$ cat src/rtl/pedal_pkg.sv
// Shared types and constants for the pedal sampler: FSM encoding, limits and
// the elaboration-time scaling constant.
package pedal_pkg;

  typedef enum logic [1:0] {
    StIdle   = 2'd0,
    StReq    = 2'd1,
    StScale  = 2'd2,
    StUpdate = 2'd3
  } state_e;

  localparam int unsigned PCT_MAX     = 100;
  localparam int unsigned FAULT_LIMIT = 3;
  localparam int unsigned PROD_W      = 28;

  // ceil(100 * 2^16 / span), so the >>16 in the datapath replaces a divide.
  function automatic int unsigned calc_k(input int unsigned raw_min, input int unsigned raw_max);
    int unsigned span;
    span = raw_max - raw_min;
    return (PCT_MAX * 65536 + span - 1) / span;
  endfunction

endpackage

$ cat src/rtl/tick_divider.sv
// Free-running period counter; wrap is high during the last cycle of each period.
module tick_divider #(
  parameter int unsigned PERIOD = 5_000_000
) (
  input  logic clk,
  input  logic rst_n,
  output logic wrap
);

  localparam int unsigned CntW = (PERIOD > 1) ? $clog2(PERIOD) : 1;
  localparam logic [CntW-1:0] Last = CntW'(PERIOD - 1);

  logic [CntW-1:0] cnt_q;

  always_ff @(posedge clk) begin
    if (!rst_n) begin
      cnt_q <= '0;
    end else if (cnt_q == Last) begin
      cnt_q <= '0;
    end else begin
      cnt_q <= cnt_q + 1'b1;
    end
  end

  assign wrap = (cnt_q == Last);

endmodule

$ cat src/rtl/pedal_sampler.sv
// Periodically requests an ADC conversion, scales the raw code to 0..100 %
// and publishes it with a one-cycle tick; repeated ADC timeouts latch a fault.
module pedal_sampler
  import pedal_pkg::*;
#(
  parameter int unsigned CLK_HZ      = 50_000_000,
  parameter int unsigned TICK_HZ     = 10,
  parameter int unsigned ADC_TIMEOUT = 1000,
  parameter int unsigned RAW_MIN     = 400,
  parameter int unsigned RAW_MAX     = 3600
) (
  input  logic        clk,
  input  logic        rst_n,
  output logic        adc_req,
  input  logic        adc_ack,
  input  logic [11:0] adc_data,
  output logic        tick_10hz,
  output logic [7:0]  pedal_buffer,
  output logic        adc_fault
);

  localparam int unsigned PERIOD = CLK_HZ / TICK_HZ;
  localparam int unsigned K      = calc_k(RAW_MIN, RAW_MAX);
  localparam int unsigned WaitW  = (ADC_TIMEOUT > 1) ? $clog2(ADC_TIMEOUT) : 1;

  localparam logic [WaitW-1:0] WaitLast  = WaitW'(ADC_TIMEOUT - 1);
  localparam logic [11:0]      RawMinC   = 12'(RAW_MIN);
  localparam logic [11:0]      RawMaxC   = 12'(RAW_MAX);
  localparam logic [11:0]      PctMaxC   = 12'(PCT_MAX);
  localparam logic [1:0]       FaultLimC = 2'(FAULT_LIMIT);

  logic start;

  tick_divider #(
    .PERIOD(PERIOD)
  ) u_tick_divider (
    .clk  (clk),
    .rst_n(rst_n),
    .wrap (start)
  );

  state_e           state_q, state_d;
  logic [WaitW-1:0] wait_q, wait_d;
  logic [11:0]      raw_q, raw_d;
  logic [7:0]       pct_q, pct_d;
  logic             timeout_q, timeout_d;
  logic [1:0]       tcnt_q, tcnt_d;
  logic             fault_q, fault_d;
  logic             tick_q, tick_d;
  logic [7:0]       pb_q, pb_d;

  logic [11:0]       clamped;
  logic [PROD_W-1:0] product;
  logic [11:0]       pct_full;
  logic [7:0]        pct_calc;

  always_comb begin
    clamped = raw_q;
    if (raw_q < RawMinC) begin
      clamped = RawMinC;
    end else if (raw_q > RawMaxC) begin
      clamped = RawMaxC;
    end
    product  = PROD_W'(clamped - RawMinC) * PROD_W'(K);
    pct_full = product[PROD_W-1:16];
    pct_calc = (pct_full > PctMaxC) ? 8'(PCT_MAX) : pct_full[7:0];
  end

  always_comb begin
    state_d   = state_q;
    wait_d    = wait_q;
    raw_d     = raw_q;
    pct_d     = pct_q;
    timeout_d = timeout_q;
    tcnt_d    = tcnt_q;
    fault_d   = fault_q;
    tick_d    = 1'b0;
    pb_d      = pb_q;
    unique case (state_q)
      StIdle: begin
        wait_d = '0;
        if (start) state_d = StReq;
      end
      StReq: begin
        // Ack takes priority over a timeout expiring in the same cycle.
        if (adc_ack) begin
          raw_d     = adc_data;
          timeout_d = 1'b0;
          tcnt_d    = '0;
          state_d   = StScale;
        end else if (wait_q == WaitLast) begin
          timeout_d = 1'b1;
          state_d   = StUpdate;
          if (tcnt_q != FaultLimC) tcnt_d = tcnt_q + 1'b1;
          if (tcnt_q == FaultLimC - 2'd1) fault_d = 1'b1;
        end else begin
          wait_d = wait_q + 1'b1;
        end
      end
      StScale: begin
        pct_d   = pct_calc;
        state_d = StUpdate;
      end
      StUpdate: begin
        tick_d = 1'b1;
        if (fault_q) begin
          pb_d = '0;
        end else if (!timeout_q) begin
          pb_d = pct_q;
        end
        state_d = StIdle;
      end
      default: state_d = StIdle;
    endcase
  end

  always_ff @(posedge clk) begin
    if (!rst_n) begin
      state_q   <= StIdle;
      wait_q    <= '0;
      raw_q     <= '0;
      pct_q     <= '0;
      timeout_q <= 1'b0;
      tcnt_q    <= '0;
      fault_q   <= 1'b0;
      tick_q    <= 1'b0;
      pb_q      <= '0;
    end else begin
      state_q   <= state_d;
      wait_q    <= wait_d;
      raw_q     <= raw_d;
      pct_q     <= pct_d;
      timeout_q <= timeout_d;
      tcnt_q    <= tcnt_d;
      fault_q   <= fault_d;
      tick_q    <= tick_d;
      pb_q      <= pb_d;
    end
  end

  assign adc_req      = (state_q == StReq);
  assign tick_10hz    = tick_q;
  assign pedal_buffer = pb_q;
  assign adc_fault    = fault_q;

endmodule

$ cat config.mk
export PLATFORM = sky130hd
export DESIGN_NAME = pedal_sampler
export DESIGN_NICKNAME = d
export VERILOG_FILES = /design/src/rtl/pedal_pkg.sv /design/src/rtl/tick_divider.sv /design/src/rtl/pedal_sampler.sv
export SDC_FILE = /design/constraint.sdc
export NUM_CORES = 1
export LEC_CHECK = 0
export ABC_AREA = 0
export CAP_MARGIN = 20
export CORE_MARGIN = 8
export CORE_UTILIZATION = 34
export CTS_CLUSTER_DIAMETER = 80
export DETAILED_ROUTE_END_ITERATION = 12
export PLACE_DENSITY = 0.57
export SYNTH_ARGS = -nofsm -noshare
export SYNTH_HDL_FRONTEND = slang
export SYNTH_HIERARCHICAL = 1
export SYNTH_SLANG_ARGS = --single-unit
$ cat constraint.sdc
create_clock -name clk -period 3.05 [get_ports clk]
set_clock_uncertainty 0.1 [all_clocks]
set_input_delay 0.61 -clock clk [delete_from_list [all_inputs] [get_ports clk]]
set_output_delay 0.61 -clock clk [all_outputs]
set_load 0.03 [all_outputs]
==> flow_summary.ini, run 1 <==
[synth]
synthCells = 376
ys.flop_type = dfxtp_1
yosys.area_share.simple = 0.301
post_synth_edffs = 0
synth_area_um2 = 3380
yosys.area_share.adder = 0.0333
syn_nets = 400
synth_top_family_by_area = simple AND/OR/NAND/NOR gates
yosys.area_share.xor_xnor = 0.0596
yosys-mux-area-fraction = 0
synth.top_cells.by_count = dfxtp_1, nand2_1, a21oi_1, xor2_1
synth.yosys.seq_area_share = 0.403
ys_ff_latch = 68
yosysTopAreaCellShare = 0.403
synth_top_cells_by_area = dfxtp_1, nand2_1, xor2_1
synth_cell_types = 55
synth-warning-count = 6
synth_area_leader_cell = dfxtp_1
synth-compound-area-share = 0.166
post-synth-top-count-cell = dfxtp_1
async_reset_ff_frac = 0
post_synthesis_area_per_instance_um2 = 8.98

[run]
maxCapViolCount = 0

[timing]
worst_pin_slew_ns = 0.785
finalSetupViolations = 0
maxSlewHeadroom = 0.476
peak_freq_mhz = 388
timing_max_transition_violations_final = 0
rsz0062_at_grt = no
final-hold-violation-count = 0
timing.setup.tns_ns = 0
final.period_utilization = 0.845
post-route-min-period_ns = 2.58

[clocking]
cts_hold_buffers = 0
cts_setup_buffers = 0
clock_latency_ns = 0.34
clock_pin_slew_worst_setup_and_hold_paths_ns = 0.08
cts-buffers-inserted = 9
ctsResizeCount = 0
clock_tree.htree_level_count = 3
cts_tree = yes
clock-sinks = 68
max-clock-path-buffers = 2
root_buffer = clkbuf_8

[placed_design]
place_hpwl_um = 5020
port-buffer-count = 25
routabilityCongestion = 0.836
numPlacedInstances = 522

[routing]
antenna_left = 0
drt-vias-per-instance = 4.90
wl_um = 6810
drtIter0Drc = 95
total_vias_in_the_final_route = 2636
average_detailed_routed_wire_length_per_instance_um = 12.7
detailedRoute.firstPassIterationCount = 4
detail_route.drc_violations = 0

[grt]
grt_first_pass_wirelength_um = 11700
antenna_violations_before_repair = 0
grt_start_max_net_pins = 18
globalRoute.totalOverflow = 0
first_global_vias = 2554
globalRouteTotalUtil = 0.109

[setup_path]
path_max_fanout = 12
critical_path_class = reg -> reg
worstSetupStartpointType = flop
cp_cell_sequence = nand3_1 -> a21o_1 -> nand2_1 -> nor2_1 -> ha_1 -> nand2b_1 -> a31o_2 -> a21oi_1 -> o21ai_1 -> a21oi_1 -> o21a_1
timing.critical_path.slowest_cell_delay_ns = 0.55
family_with_the_most_delay_on_the_worst_path = compound AO/OA/AOI/OAI gates
cp.arrival_ns = 2.72
required_ns = 3.19
critical-path-top-cell-by-count = a21oi_1
critPathCaptureType = flop
cell_with_the_biggest_individual_delay_on_the_critical_path = dfxtp_1
critical_path.n_buffers_inverters = 0

[die]
pin_count = 26
die-area_um2 = 13400
core_area_um2 = 9730
start_util = 0.347
dieWidth_um = 116
die_h_um = 116
rows = 36

[final_layout]
layout.area.seq_um2 = 1360
multi_input_comb_area_um2 = 1890
layout-area-overhead-vs-synth_pct = 16.4
layout-drive-gt1-share = 0.138
layout.nets = 424
layout.filler_cells = 1014
fin_cells = 538
diodes = 0

[hold_path]
hold_class = reg -> reg

[power]
power.density_nw_per_um2 = 503
fin_total_pwr_uw = 1980
max-vdd-ir-drop_mv = 0.193
leakagePower_uw = 0.00131

[run_status]
status = completed
==> metrics by stage <==
stage	utilization	cell area, um2	worst slack, ns	hold WS [ns]
global placement	0.383	3730	0.572	0.365
floorplan	-	3380	0.779	0.343
finish	0.404	3930	0.471	0.379
global route	0.404	3930	0.218	0.405
CTS	0.404	3930	0.459	0.384
detailed placement	0.383	3730	0.491	0.364
==> state kept, by name (all words and copies together) (netlist names) <==
register,cells
adc_fault,1
pct_q,8
pedal_buffer,8
raw_q,12
state_q,2
tcnt_q,2
tick_10hz,1
timeout_q,1
u_tick_divider/cnt_q,23
wait_q,10
==> per-layer routing <==
metal  track usage  share of wire
met1         0.127           0.47
met2         0.183           0.47
met3        0.0391          0.047
met4        0.0354          0.011
met5             0              0
==> placed cells by master (no fill, tap or decap), types with 11 or more instances in the layout <==
master           count
nor2_1              16
a21boi_0            12
nor2b_1             14
nand3_1             14
clkdlybuf4s50_1     25
dfxtp_1             68
xor2_1              18
a21oi_1             18
nor2_2              16
nand2_1             42
o21ai_0             16
nand4_1             11
==> worst paths after layout <==
check | startpoint | endpoint | slack (ns) | cells past startpoint
max | raw_q[10] | pct_q[1] | 0.47 | 11
min | raw_q[0] | raw_q[0] | 0.38 | 2
max reg2reg | raw_q[10] | pct_q[1] | 0.47 | 11
min reg2reg | raw_q[0] | raw_q[0] | 0.38 | 2
==> worst min-delay path, stage by stage (launching register included) <==
cell and delay, ns:
dfxtp_1 0.31, nand2_1 0.05, a21boi_0 0.07
==> logic make-up (layout without fill, tap and decap cells) <==
family                     count (synthesis)  count (layout)
xor gates and xnor gates                  23              23
AOI/OAI and AO/OA                         79              79
adders and majority gates                  9               9
DFF                                       68              68
and+or+nand+nor                          173             173
buffers and inverters                     24              53
==> final cells by class <==
class / count / area share
Multi-Input combinational cell: 284 / 0.481
Sequential cell: 68 / 0.346
Timing Repair Buffer: 29 / 0.0713
Tap cell: 133 / 0.0423
Inverter: 8 / 0.00764
Clock inverter: 5 / 0.0153
Clock buffer: 11 / 0.0360
==> power breakdown <==
group          total [uW]  switching, uW  internal, uW
Sequential            953           40.1           913
Combinational         270            167           103
Clock                 754            351           403
Total                1980            558          1420
(Power assumes the default switching activity.)
==> inputs of run 2 (changes only) <==
- clock period: 3.05 -> 2.57 ns (I/O delays scaled with it)
==> run 2 against run 1 <==
Combinational power up 27%. Via count up 0.95%. Critical path depth down 9. Die area unchanged. Clock power up 45%. Worst hold slack better by 0.00088 ns. Register-to-register slack worse by 0.24 ns. Non-clock buffer count up 6. Critical path type is now reg -> out. Critical endpoint is now adc_req. Largest cell class unchanged. Largest power group unchanged.
==> flow_summary.ini, run 2 (synthesized netlist as in run 1, its figures left out) <==
[run_status]
status = completed

[clocking]
cts-buffers-inserted = 9
root_buffer = clkbuf_8
max-clock-path-buffers = 2
cts_setup_buffers = 0
cts_tree = yes
clock-sinks = 68
clock_pin_slew_worst_setup_and_hold_paths_ns = 0.08
clock_latency_ns = 0.34
clock_tree.htree_level_count = 3

[timing]
rsz0062_at_grt = no
final-hold-violation-count = 0
final.period_utilization = 0.957
post-route-min-period_ns = 2.46
worst_pin_slew_ns = 0.559
peak_freq_mhz = 407
final_critical_path_setup_slack_ns = 0.110
maxSlewHeadroom = 0.625
hold_ws_ns = 0.380
timing_max_transition_violations_final = 0
finalSetupViolations = 0
timing.setup.tns_ns = 0

[setup_path]
reg2regPathDepth = 10
timing.reg2reg.setup_slack_ns = 0.23
critical_path.n_buffers_inverters = 1
family_with_the_most_delay_on_the_worst_path = buffers and inverters
critical_path_class = reg -> out
worst_r2r_endpoint = pct_q[1]
timing.critical_path.slowest_cell_delay_ns = 0.74
cell_with_the_biggest_individual_delay_on_the_critical_path = clkdlybuf4s50_1
required_ns = 1.96
cp_cell_sequence = ha_1 -> clkdlybuf4s50_1
critPathCaptureType = output port
worstSetupStartpointType = flop
worstReg2RegStart = raw_q[5]
path_max_fanout = 8
cp.arrival_ns = 1.85

[routing]
drtIter0Drc = 108
average_detailed_routed_wire_length_per_instance_um = 12.5
drt-vias-per-instance = 4.89
detail_route.drc_violations = 0
detailedRoute.firstPassIterationCount = 4
total_vias_in_the_final_route = 2661
wl_um = 6790
antenna_left = 0

[grt]
globalRoute.totalOverflow = 0
grt_start_max_net_pins = 39
globalRouteTotalUtil = 0.111
antenna_violations_before_repair = 0
grt_first_pass_wirelength_um = 11900
first_global_vias = 2602

[placed_design]
routabilityCongestion = 0.837
place_hpwl_um = 4930
port-buffer-count = 25
numPlacedInstances = 528
dpl-instance-area_um2 = 3790
pre_cts_slack_ns = 0.0824

[hold_path]
holdPathStages = 2
holdCritStartpoint = raw_q[1]
whs_endpoint = raw_q[1]
hold_class = reg -> reg

[final_layout]
layout_common_cells = dfxtp_1, nand2_1, clkdlybuf4s50_1
finish.instance_area_um2 = 4080
regMostFlops = u_tick_divider/cnt_q
layout_commonest_cell = dfxtp_1
layout-area-overhead-vs-synth_pct = 20.8
fin_cells = 544
reg_top3 = u_tick_divider/cnt_q (23), raw_q (12), wait_q (10)
layout.nets = 430
diodes = 0
layout.filler_cells = 973
layout-drive-gt1-share = 0.170
largest_reg_flops = 23

[run]
maxCapViolCount = 0

[die]
die-area_um2 = 13400
core_area_um2 = 9730
start_util = 0.347
dieWidth_um = 116
rows = 36
die_h_um = 116
pin_count = 26

[power]
leakagePower_uw = 0.00138
power.density_nw_per_um2 = 628
max-vdd-ir-drop_mv = 0.210
run 2: cell types whose count changed in the layout (fill, tap and decap cells not counted), sizes merged:
cell	before	now
clkbuf	11	10
bufinv	1	3
buf	4	10
inv	9	8
run 2: per-stage QoR:
step	utilization	total power [uW]
after global placement	0.389	1480
after global routing	0.419	2700
after detailed placement	0.389	1490
after floorplan	-	1390
after CTS	0.415	2590
final	0.419	2560
run 2: power breakdown:
| part | total [uW] | internal (uW) | switching [uW] |
|---|---|---|---|
| registers | 1130 | 1080 | 47.6 |
| logic | 343 | 135 | 208 |
| clock network | 1090 | 671 | 418 |
| total | 2560 | 1890 | 674 |
run 2: how the worst max path moves through the flow:
| stage | start | to | slack (ns) | cells past startpoint |
|---|---|---|---|---|
| finish | state_q[0] | adc_req | 0.11 | 2 |
| global route | raw_q[6] | pct_q[1] | 0.008 | 11 |
| CTS | raw_q[5] | pct_q[1] | 0.07 | 11 |
| detailed placement | raw_q[5] | pct_q[3] | 0.08 | 11 |
| global placement | raw_q[5] | pct_q[0] | 0.15 | 11 |
| floorplan | raw_q[6] | pct_q[3] | 0.30 | 12 |
run 2: worst register-to-register path, delay by kind of cell, from the launching register on:
kind                       cells  cell delay [ns]
AOI/OAI and AO/OA              3             0.63
adders and majority gates      1             0.23
DFF                            1             0.38
and+or+nand+nor                6             0.95
run 2: cell type report:
cell class	instances	area (um2)	area share
Sequential cell	68	1360	0.334
Inverter	8	30.0	0.00736
Clock inverter	6	111	0.0273
Tap cell	133	166	0.0408
Multi-Input combinational cell	284	1930	0.474
Clock buffer	10	138	0.0337
Timing Repair Buffer	35	338	0.0828
run 2: metal layers:
layer / GRT usage / wire length (um)
met5: 0 / 0
met4: 0.0519 / 84
met3: 0.0224 / 255
met2: 0.188 / 3180
met1: 0.133 / 3270
run 2: what timing repair did:
action / 4_1_cts / 5_1_grt
resized for setup: 0 / 9
hold buffers: 0 / 0
endpoints found under the setup margin: 0 / 5
==> inputs of run 3 (changes only) <==
- SLEW_MARGIN: not set -> 5
==> results of run 3 <==
Same layout as run 2: the final DEF is identical, and so are final timing and power.
